**config.mk**
```make
export PLATFORM = sky130hd
export DESIGN_NAME = adc5g_gc_cal_ctrl
export DESIGN_NICKNAME = d
export VERILOG_FILES = /design/src/rtl/adc5g_cal_pkg.sv /design/src/rtl/adc5g_ramp_chk.sv /design/src/rtl/adc5g_gc_cal_ctrl.sv
export SDC_FILE = /design/constraint.sdc
export NUM_CORES = 1
export LEC_CHECK = 0
export CORE_MARGIN = 3
export CORE_UTILIZATION = 49
export DETAILED_ROUTE_END_ITERATION = 16
export GPL_ROUTABILITY_DRIVEN = 0
export PLACE_DENSITY = 0.77
export SLEW_MARGIN = 10
export SYNTH_ARGS = -nofsm -noshare
export SYNTH_HDL_FRONTEND = slang
export SYNTH_SLANG_ARGS = --single-unit
```
**constraint.sdc**
```tcl
create_clock -name clk -period 2.25 [get_ports clk]
set_clock_uncertainty 0.2 [all_clocks]
set_input_delay 0.675 -clock clk [delete_from_list [all_inputs] [get_ports clk]]
set_output_delay 0.675 -clock clk [all_outputs]
set_load 0.01 [all_outputs]
```
**src/rtl/adc5g_cal_pkg.sv**
```systemverilog
// Shared types, defaults and width helpers for the ADC5G lane calibration sequencer.
package adc5g_cal_pkg;

  typedef enum logic [2:0] {
    ST_IDLE,
    ST_SETTLE,
    ST_CHECK,
    ST_SLIP,
    ST_LOCKED,
    ST_FAIL
  } cal_state_e;

  localparam int DEF_SETTLE_CYC = 4;
  localparam int DEF_CHECK_LEN  = 16;
  localparam int DEF_MAX_SLIP   = 7;

  // Width of a counter holding 0 .. n-1, never narrower than one bit.
  function automatic int cnt_w(input int n);
    return (n <= 2) ? 1 : $clog2(n);
  endfunction

  function automatic int slip_cnt_w(input int max_slip);
    return cnt_w(max_slip + 1);
  endfunction

endpackage

```
**src/rtl/adc5g_ramp_chk.sv**
```systemverilog
// Ramp-step detector: compares each lane sample against the previous one plus one
// and counts consecutive good steps until cleared by the sequencer.
module adc5g_ramp_chk #(
  parameter int DATA_WIDTH = 8,
  parameter int CNT_W      = 4
) (
  input  logic                  clk,
  input  logic                  rst_n,
  input  logic [DATA_WIDTH-1:0] din,
  input  logic                  clr,
  input  logic                  inc_en,
  output logic                  step_ok,
  output logic [CNT_W-1:0]      step_cnt
);

  logic [DATA_WIDTH-1:0] r_prev;
  logic [DATA_WIDTH-1:0] w_prev_inc;
  logic [CNT_W-1:0]      r_step_cnt;

  // Natural wrap of the add makes 0xFF -> 0x00 a valid step.
  assign w_prev_inc = r_prev + DATA_WIDTH'(1);
  assign step_ok    = (din == w_prev_inc);
  assign step_cnt   = r_step_cnt;

  // NOTE: r_prev is pure datapath but is reset anyway so step_ok is never X out of reset.
  always_ff @(posedge clk or negedge rst_n) begin
    if (!rst_n) begin
      r_prev     <= '0;
      r_step_cnt <= '0;
    end else begin
      // NOTE: non-blocking so every register here samples pre-edge values.
      r_prev <= din;
      if (clr) begin
        r_step_cnt <= '0;
      end else if (inc_en && step_ok) begin
        r_step_cnt <= r_step_cnt + CNT_W'(1);
      end
    end
  end

endmodule

```
**src/rtl/adc5g_gc_cal_ctrl.sv**
```systemverilog
// ADC5G lane calibration sequencer: forces raw decode, bitslips until the ramp test
// pattern is seen cleanly, then restores gray decode. Optional GC_CAL_TIMEOUT_EN adds a run timeout.
module adc5g_gc_cal_ctrl
  import adc5g_cal_pkg::*;
#(
  parameter int DATA_WIDTH = 8,
  parameter int SETTLE_CYC = DEF_SETTLE_CYC,
  parameter int CHECK_LEN  = DEF_CHECK_LEN,
  parameter int MAX_SLIP   = DEF_MAX_SLIP
`ifdef GC_CAL_TIMEOUT_EN
  ,
  parameter int TIMEOUT_CYC = 4096
`endif
) (
  input  logic                              clk,
  input  logic                              rst_n,
  input  logic                              start,
  input  logic                              cfg_gray_en,
  input  logic [DATA_WIDTH-1:0]             din,
  output logic                              gray_en,
  output logic                              bitslip,
  output logic                              busy,
  output logic                              locked,
  output logic                              fail,
  output logic [slip_cnt_w(MAX_SLIP)-1:0]   slip_cnt
);

  localparam int SLIP_W = slip_cnt_w(MAX_SLIP);
  localparam int SET_W  = cnt_w(SETTLE_CYC);
  localparam int STEP_W = cnt_w(CHECK_LEN);

  cal_state_e        r_state;
  logic [SET_W-1:0]  r_settle_cnt;
  logic [SLIP_W-1:0] r_slip_cnt;
  logic              r_first;
  logic              r_bitslip;
  logic              r_busy;
  logic              r_locked;
  logic              r_fail;
  logic              w_step_ok;
  logic [STEP_W-1:0] w_step_cnt;
  logic              w_timeout;

  adc5g_ramp_chk #(
    .DATA_WIDTH (DATA_WIDTH),
    .CNT_W      (STEP_W)
  ) u_ramp_chk (
    .clk      (clk),
    .rst_n    (rst_n),
    .din      (din),
    .clr      (r_state != ST_CHECK),
    .inc_en   ((r_state == ST_CHECK) && !r_first),
    .step_ok  (w_step_ok),
    .step_cnt (w_step_cnt)
  );

`ifdef GC_CAL_TIMEOUT_EN
  localparam int RUN_W = cnt_w(TIMEOUT_CYC);
  logic [RUN_W-1:0] r_run_cnt;

  // Counts busy cycles; the TIMEOUT_CYC-th busy cycle is the last one.
  assign w_timeout = (r_run_cnt == RUN_W'(TIMEOUT_CYC - 1));

  always_ff @(posedge clk or negedge rst_n) begin
    if (!rst_n) begin
      r_run_cnt <= '0;
    end else if (!r_busy) begin
      r_run_cnt <= '0;
    end else begin
      r_run_cnt <= r_run_cnt + RUN_W'(1);
    end
  end
`else
  assign w_timeout = 1'b0;
`endif

  always_ff @(posedge clk or negedge rst_n) begin
    if (!rst_n) begin
      r_state      <= ST_IDLE;
      r_settle_cnt <= '0;
      r_slip_cnt   <= '0;
      r_first      <= 1'b0;
      r_bitslip    <= 1'b0;
      r_busy       <= 1'b0;
      r_locked     <= 1'b0;
      r_fail       <= 1'b0;
    end else begin
      r_bitslip <= 1'b0;
      case (r_state)
        ST_IDLE, ST_LOCKED, ST_FAIL: begin
          if (start) begin
            r_state      <= ST_SETTLE;
            r_settle_cnt <= '0;
            r_slip_cnt   <= '0;
            r_busy       <= 1'b1;
            r_locked     <= 1'b0;
            r_fail       <= 1'b0;
          end
        end
        ST_SETTLE: begin
          if (r_settle_cnt == SET_W'(SETTLE_CYC - 1)) begin
            r_state      <= ST_CHECK;
            r_settle_cnt <= '0;
            r_first      <= 1'b1;
          end else begin
            r_settle_cnt <= r_settle_cnt + SET_W'(1);
          end
        end
        ST_CHECK: begin
          r_first <= 1'b0;
          // First CHECK cycle only loads the reference sample into the checker.
          if (!r_first) begin
            if (!w_step_ok) begin
              if (r_slip_cnt < SLIP_W'(MAX_SLIP)) begin
                r_state    <= ST_SLIP;
                r_bitslip  <= 1'b1;
                r_slip_cnt <= r_slip_cnt + SLIP_W'(1);
              end else begin
                r_state <= ST_FAIL;
                r_busy  <= 1'b0;
                r_fail  <= 1'b1;
              end
            end else if (w_step_cnt == STEP_W'(CHECK_LEN - 2)) begin
              r_state  <= ST_LOCKED;
              r_busy   <= 1'b0;
              r_locked <= 1'b1;
            end
          end
        end
        ST_SLIP: begin
          r_state <= ST_SETTLE;
        end
        default: begin
          r_state <= ST_IDLE;
          r_busy  <= 1'b0;
        end
      endcase

      // Timeout outranks any lock or slip decided in the same cycle.
      if (r_busy && w_timeout) begin
        r_state    <= ST_FAIL;
        r_busy     <= 1'b0;
        r_fail     <= 1'b1;
        r_locked   <= 1'b0;
        r_bitslip  <= 1'b0;
        r_slip_cnt <= r_slip_cnt;
      end
    end
  end

  assign bitslip  = r_bitslip;
  assign busy     = r_busy;
  assign locked   = r_locked;
  assign fail     = r_fail;
  assign slip_cnt = r_slip_cnt;
  assign gray_en  = r_busy ? 1'b0 : cfg_gray_en;

endmodule

```
# --- Yosys cells after proc, flatten, opt, wreduce, memory -nomap -nowiden ---
# Index checks and enable logic that the tools add are counted.
word_totals:
  word_cells: 91
  out_inout_bits: 8
  inputBits: 12
  regBits: 25
classes:
  n_mux: 39
  add_sub_neg: 4
  bitwise: 1
  order_cmp: 1
  n_reduce_logical: 17
  n_eq_ne: 19
op_table:
  columns: ["op", "n"]
  rows:
  - ["3-bit 2-to-1 mux", 10]
  - ["5-bit AND reduction", 4]
  - ["1-bit 2-to-1 mux", 18]
  - ["3-bit case mux with 4 select lines", 1]
  - ["2-bit inequality test (second input constant)", 5]
  - ["8-bit by 1-bit adder with 8-bit output (second input constant)", 1]
  - ["8-bit equality test", 1]
  - ["4-bit 2-to-1 mux", 2]
  - ["2-bit nonzero test", 4]
  - ["3-bit by 2-bit equality test with 1-bit output (second input constant)", 2]
  - ["3-bit equality test (second input constant)", 2]
  - ["2-bit by 1-bit inequality test with 1-bit output (second input constant)", 3]
  - ["3-bit by 2-bit inequality test with 1-bit output (second input constant)", 2]
  - ["1-bit case mux with 2 select lines", 3]
  - ["3-bit case mux with 2 select lines", 1]
  - ["4-bit by 1-bit adder with 4-bit output (second input constant)", 1]
  - ["4-bit equality test (second input constant)", 1]
  - ["2-bit 2-to-1 mux", 2]
  - ["2-bit case mux with 2 select lines", 1]
  - ["2-bit AND reduction", 2]
  - ["4-bit AND reduction", 1]
  - ["3-bit by 1-bit adder with 3-bit output (second input constant)", 1]
  - ["3-bit by 1-bit equality test with 1-bit output (second input constant)", 1]
  - ["3-bit zero test", 1]
  - ["other kinds (10)", 11]

# --- Longest topological paths before layout ---
depth:
  word_depth: 5
  ltp_mapped: 7
  mapped_depth_nobuf: 7

# --- By module ---
# Synthesis repeated with hierarchy kept, for this count alone.
hier_totals:
  hier_cells: 134
  area_unflattened_um2: 1411.4
modules_own_cells:
  columns: ["module", "cells_each", "instances", "area_each_um2", "seq_area_each_um2"]
  rows:
  - ["adc5g_ramp_chk", 61, 1, 706.9, 300.3]
  - ["adc5g_gc_cal_ctrl", 73, 1, 704.4, 325.3]

# --- Least setup slack after synthesis ---
# Ideal clock, no wire load.
synth_timing:
  kind: "input port to flip-flop"
  from: "in din[6]"
  to: "reg r_state[2]"
  path_stages: 6
  arrival_ns: 2.146
  slack_ns: -0.218
  required_ns: 1.928
  setup_time_ns: 0.122
  path_buffers: 0
  path_cell_list: "xnor2_1 -> a21oi_1 -> or4b_4 -> nor3_2 -> nand3_1 -> a32o_1"
synth_via:
  elab_chain_len: 4
  elab_cells_between_ends: 6
  cone_classes: "eq/ne: 2; mux: 3; reduce/logical: 1"
synth_lines:
  columns: ["element", "line", "rtl"]
  rows:
  - ["start: declaration", "adc5g_gc_cal_ctrl.sv:19", "input logic [DATA_WIDTH-1:0] din,"]
  - ["8-bit equality test *", "adc5g_ramp_chk.sv:22", "assign step_ok = (din == w_prev_inc);"]
  - ["3-bit 2-to-1 mux", "adc5g_gc_cal_ctrl.sv:113", "if (!w_step_ok) begin"]
  - ["3-bit 2-to-1 mux", "adc5g_gc_cal_ctrl.sv:112", "if (!r_first) begin"]
  - ["3-bit case mux with 4 select lines", "adc5g_gc_cal_ctrl.sv:89", "case (r_state)"]
  - ["end signal: assignment", "adc5g_gc_cal_ctrl.sv:92", "r_state <= ST_SETTLE;"]
  - ["end signal: assignment", "adc5g_gc_cal_ctrl.sv:115", "r_state <= ST_SLIP;"]
  - ["end signal: assignment", "adc5g_gc_cal_ctrl.sv:119", "r_state <= ST_FAIL;"]
  - ["end: declaration", "adc5g_gc_cal_ctrl.sv:32", "cal_state_e r_state;"]
# Mark *: on every way between the ends. The rest lies on a longest branch, timed or not. The select of a mux whose other input is x is not followed.
# A chain may end at the register's enable or synchronous reset.

# --- Worst setup path in the final report ---
layout_timing:
  from: "in din[4]"
  to: "reg r_slip_cnt[1] (netlist: slip_cnt[1])"
layout_via:
  elab_chain_len: 3
layout_lines:
  columns: ["element", "line", "rtl"]
  rows:
  - ["8-bit equality test", "adc5g_ramp_chk.sv:22", null]
  - ["2-bit inequality test (no line)", null, null]
  - ["5-bit AND reduction (no line)", null, null]
  - ["end signal: assignment", "adc5g_gc_cal_ctrl.sv:117", "r_slip_cnt <= r_slip_cnt + SLIP_W'(1);"]
  - ["end signal: assignment", "adc5g_gc_cal_ctrl.sv:146", "r_slip_cnt <= r_slip_cnt;"]
  - ["end: declaration", "adc5g_gc_cal_ctrl.sv:34", "logic [SLIP_W-1:0] r_slip_cnt;"]
# Every way passes these cells.

==> impl_metrics.yaml <==
outcome:
  status: "finished, violations left"
  violations: "setup timing"
layout:
  mostFrequentLayoutCell: "dfrtp_1"
  num_antenna_cells: 0
  final_layout_size_suffix_gt1_share_pct: 30.53
  mostFrequentLayoutCells: "24 x dfrtp_1, 17 x buf_4, 15 x nor2_1"
  fill_cells: 224
  fin_nets: 208
  utilization_pct: 72.12
  area_delta_synth_final_pct: 37.50
  fin_area_um2: 2023
synth:
  syn-num-nets: 167
  syn_area_um2: 1471
  ys_types: 48
  synthArstFlopShare_pct: 100.0
  synth_edf_count: 0
  ys_ff_latch: 25
  netlist.top_cell.by_area: "dfrtp_1"
  syn_inst: 150
  syn_avg_cell_area_um2: 9.809
  synth_warnings: 0
  synth.area.top_cells: "dfrtp_1 43%, ha_1 4.3%, nor2_1 3.8%"
  synth_top_area_share_pct: 42.52
  ys.flop_type: "dfrtp_1"
  yosysSeqAreaShare_pct: 42.52
worst_setup_path:
  critPathRequiredTime_ps: 2280
  r2r-start: "u_ramp_chk.r_prev[0]"
  crit_type: "in -> reg"
  critPathCaptureType: "flop"
  reg2reg_slack_ps: -170
  r2r-end: "slip_cnt[1]"
  startpoint: "din[4]"
  startpoint_type: "input pin"
  r2r_cells: 8
  cp.arrival_ps: 2470
  crit_fanout: 3
pwr:
  power_density_nw_per_um2: 838.5
  p_seq_share_pct: 40.0
  combPwrFrac_pct: 47.9
  pwr-share-clk_pct: 12.1
  internal_power_w: 0.001027
  power.net_switching_w: 0.0006690
  p_leak_nw: 0.8822
  swShare_pct: 39.44
  ir_drop_mv: 0.4914
timing:
  fmax_mhz: 410.3
  finalCritPeriodShare_pct: 108.3
  maxSlewHeadroom_pct: 73.12
  drv_slew: 0
  fin_ws_ps: -187.0
  post-route-min-period_ps: 2437
  max_slew.worst_pin.slew_ps: 401.7
  rsz0062_at_grt: "true"
  final_hold_viol_count: 0
  setup_viol: 13
routing:
  topRoutingLayerUsed: "met4"
  dr_total_vias: 1271
  wl_met1_um: 1359
  drt_wl_total_um: 3195
  avgRoutedWirePerCell_um: 14.46
  ant_nets: 0
  detailroute.wirelength.met2_um: 1668
  wl_met3_um: 131
  drc: 0
  via_per_inst: 5.751
  drtPass1Iterations: 4
  drt_iter0_drc: 46
die:
  die_h_um: 60.80
  core_um2: 2805
  ios: 20
  die_area_um2: 3697
  start_util_pct: 52.45
  rows: 19
  die_x_um: 60.80
global_route:
  grt_max_degree: 26
  grt_overflow_total: 0
  grt_pass1_wl_um: 5589
  grt_pass1_vias: 1256
  track_usage_pct: 20.11
  antenna_found_initial: 0
place:
  placed_cell_area_um2: 1878
  dp_slack_ps: -831.6
  dp_hpwl_um: 2406
  io_buffers: 19
cts:
  cts_root_buf: "clkbuf_4"
  holdBufCountCts: 0
  cts_max_path_buffers: 2
  insertion_delay_ps: 320
  cts.sinks: 25
  h-tree-depth: 1
  cts_tree: "done"
  path_clk_slew_ps: 140
  cts_buffers: 3
hold_path:
  hold_depth: 1
  min_path_type: "in -> reg"
  whs_endpoint: "u_ramp_chk.r_prev[5]"
  hold_path.startpoint: "din[5]"
flow_run:
  drv_cap: 0
stage by stage:
step                cells  hold WS [ps]  total power, W  TNS [ps]
floorplan             150         179.4        0.001113    -511.1
global route          221         290.2        0.001834     -3050
finish                221         310.3        0.001696     -1771
detailed placement    212         300.4        0.001426    -11090
CTS                   219         333.6        0.001677     -1706
global placement      212         293.4        0.001392    -10580
registers in the layout (all words and copies together), names as in the netlist:
register,flops
bitslip,1
r_first,1
r_state,3
slip_cnt,3
fail,1
r_settle_cnt,2
u_ramp_chk.step_cnt,4
u_ramp_chk.r_prev,8
busy,1
locked,1
worst max path at each step:
stage / endpoint / slack (ps) / depth (start not counted)
floorplan: u_ramp_chk.step_cnt[2] / -90 / 6
global placement: u_ramp_chk.step_cnt[2] / -780 / 7
detailed placement: u_ramp_chk.step_cnt[2] / -830 / 7
CTS: u_ramp_chk.step_cnt[3] / -230 / 8
global route: r_state[2] / -280 / 8
finish: slip_cnt[1] / -190 / 8
power by group through the flow:
stage               Sequential (W)  Clock, W  Combinational (W)
floorplan                 0.000665         0           0.000448
global placement          0.000679         0           0.000713
detailed placement        0.000687         0           0.000740
CTS                       0.000679  0.000215           0.000784
global route              0.000699  0.000236           0.000899
finish                    0.000678  0.000205           0.000813
cells in the mapped netlist (2+ instances only):
master,instances
ha_1,5
or3_1,3
inv_1,6
a21oi_1,8
o21ai_0,4
nor4_1,3
a2bb2oi_1,2
nor4_4,2
nand3_1,5
o21bai_1,2
xnor2_1,6
and2_1,2
a22o_1,2
nand3b_1,2
dfrtp_1,25
nor2b_1,3
nand2_1,13
nor2_1,15
clkbuf_1,3
nand2b_1,5
o21a_1,3
xor2_1,4
mux2i_1,2
cell families (layout without fill, tap and decap cells):
| group | count (synthesis) | count (layout) | share of synthesized area (%) |
|---|---|---|---|
| simple gates | 64 | 64 | 25.77 |
| compound gates | 35 | 35 | 17.86 |
| flops | 25 | 25 | 42.52 |
| xor+xnor | 10 | 10 | 5.952 |
| buf+inv | 9 | 49 | 2.296 |
| fa+ha+maj | 5 | 5 | 4.252 |
| mux | 2 | 2 | 1.361 |
critical path: stages:
cell and delay (ps):
clkdlybuf4s50_1 500, xor2_1 270, nand2_1 110, o32a_4 260, o31ai_4 310, buf_6 150, o22ai_2 50, a21o_1 150
timing repair:
action,CTS,global route
gates resized for setup,28,8
pin swaps,16,10
endpoints found under the setup margin,15,18
buffers inserted,3,3
per-layer routing:
layer | up-vias | global-route usage, %
li1 | 626 | -
met1 | 612 | 23.71
met2 | 29 | 36.79
met3 | 4 | 2.553
met4 | 0 | 7.740
met5 | - | 0
cell type report:
class                      count  area, um2  share of cell area (%)
inverter                       6      22.52                   1.113
clock buffer                   3      22.52                   1.113
sequential                    25      626.9                   30.98
timing repair buffer          39      339.1                   16.76
clock inverter                 1      5.005                  0.2474
tap                           31      38.79                   1.917
multi-input combinational    116      968.4                   47.87
(Power assumes the default switching activity.)
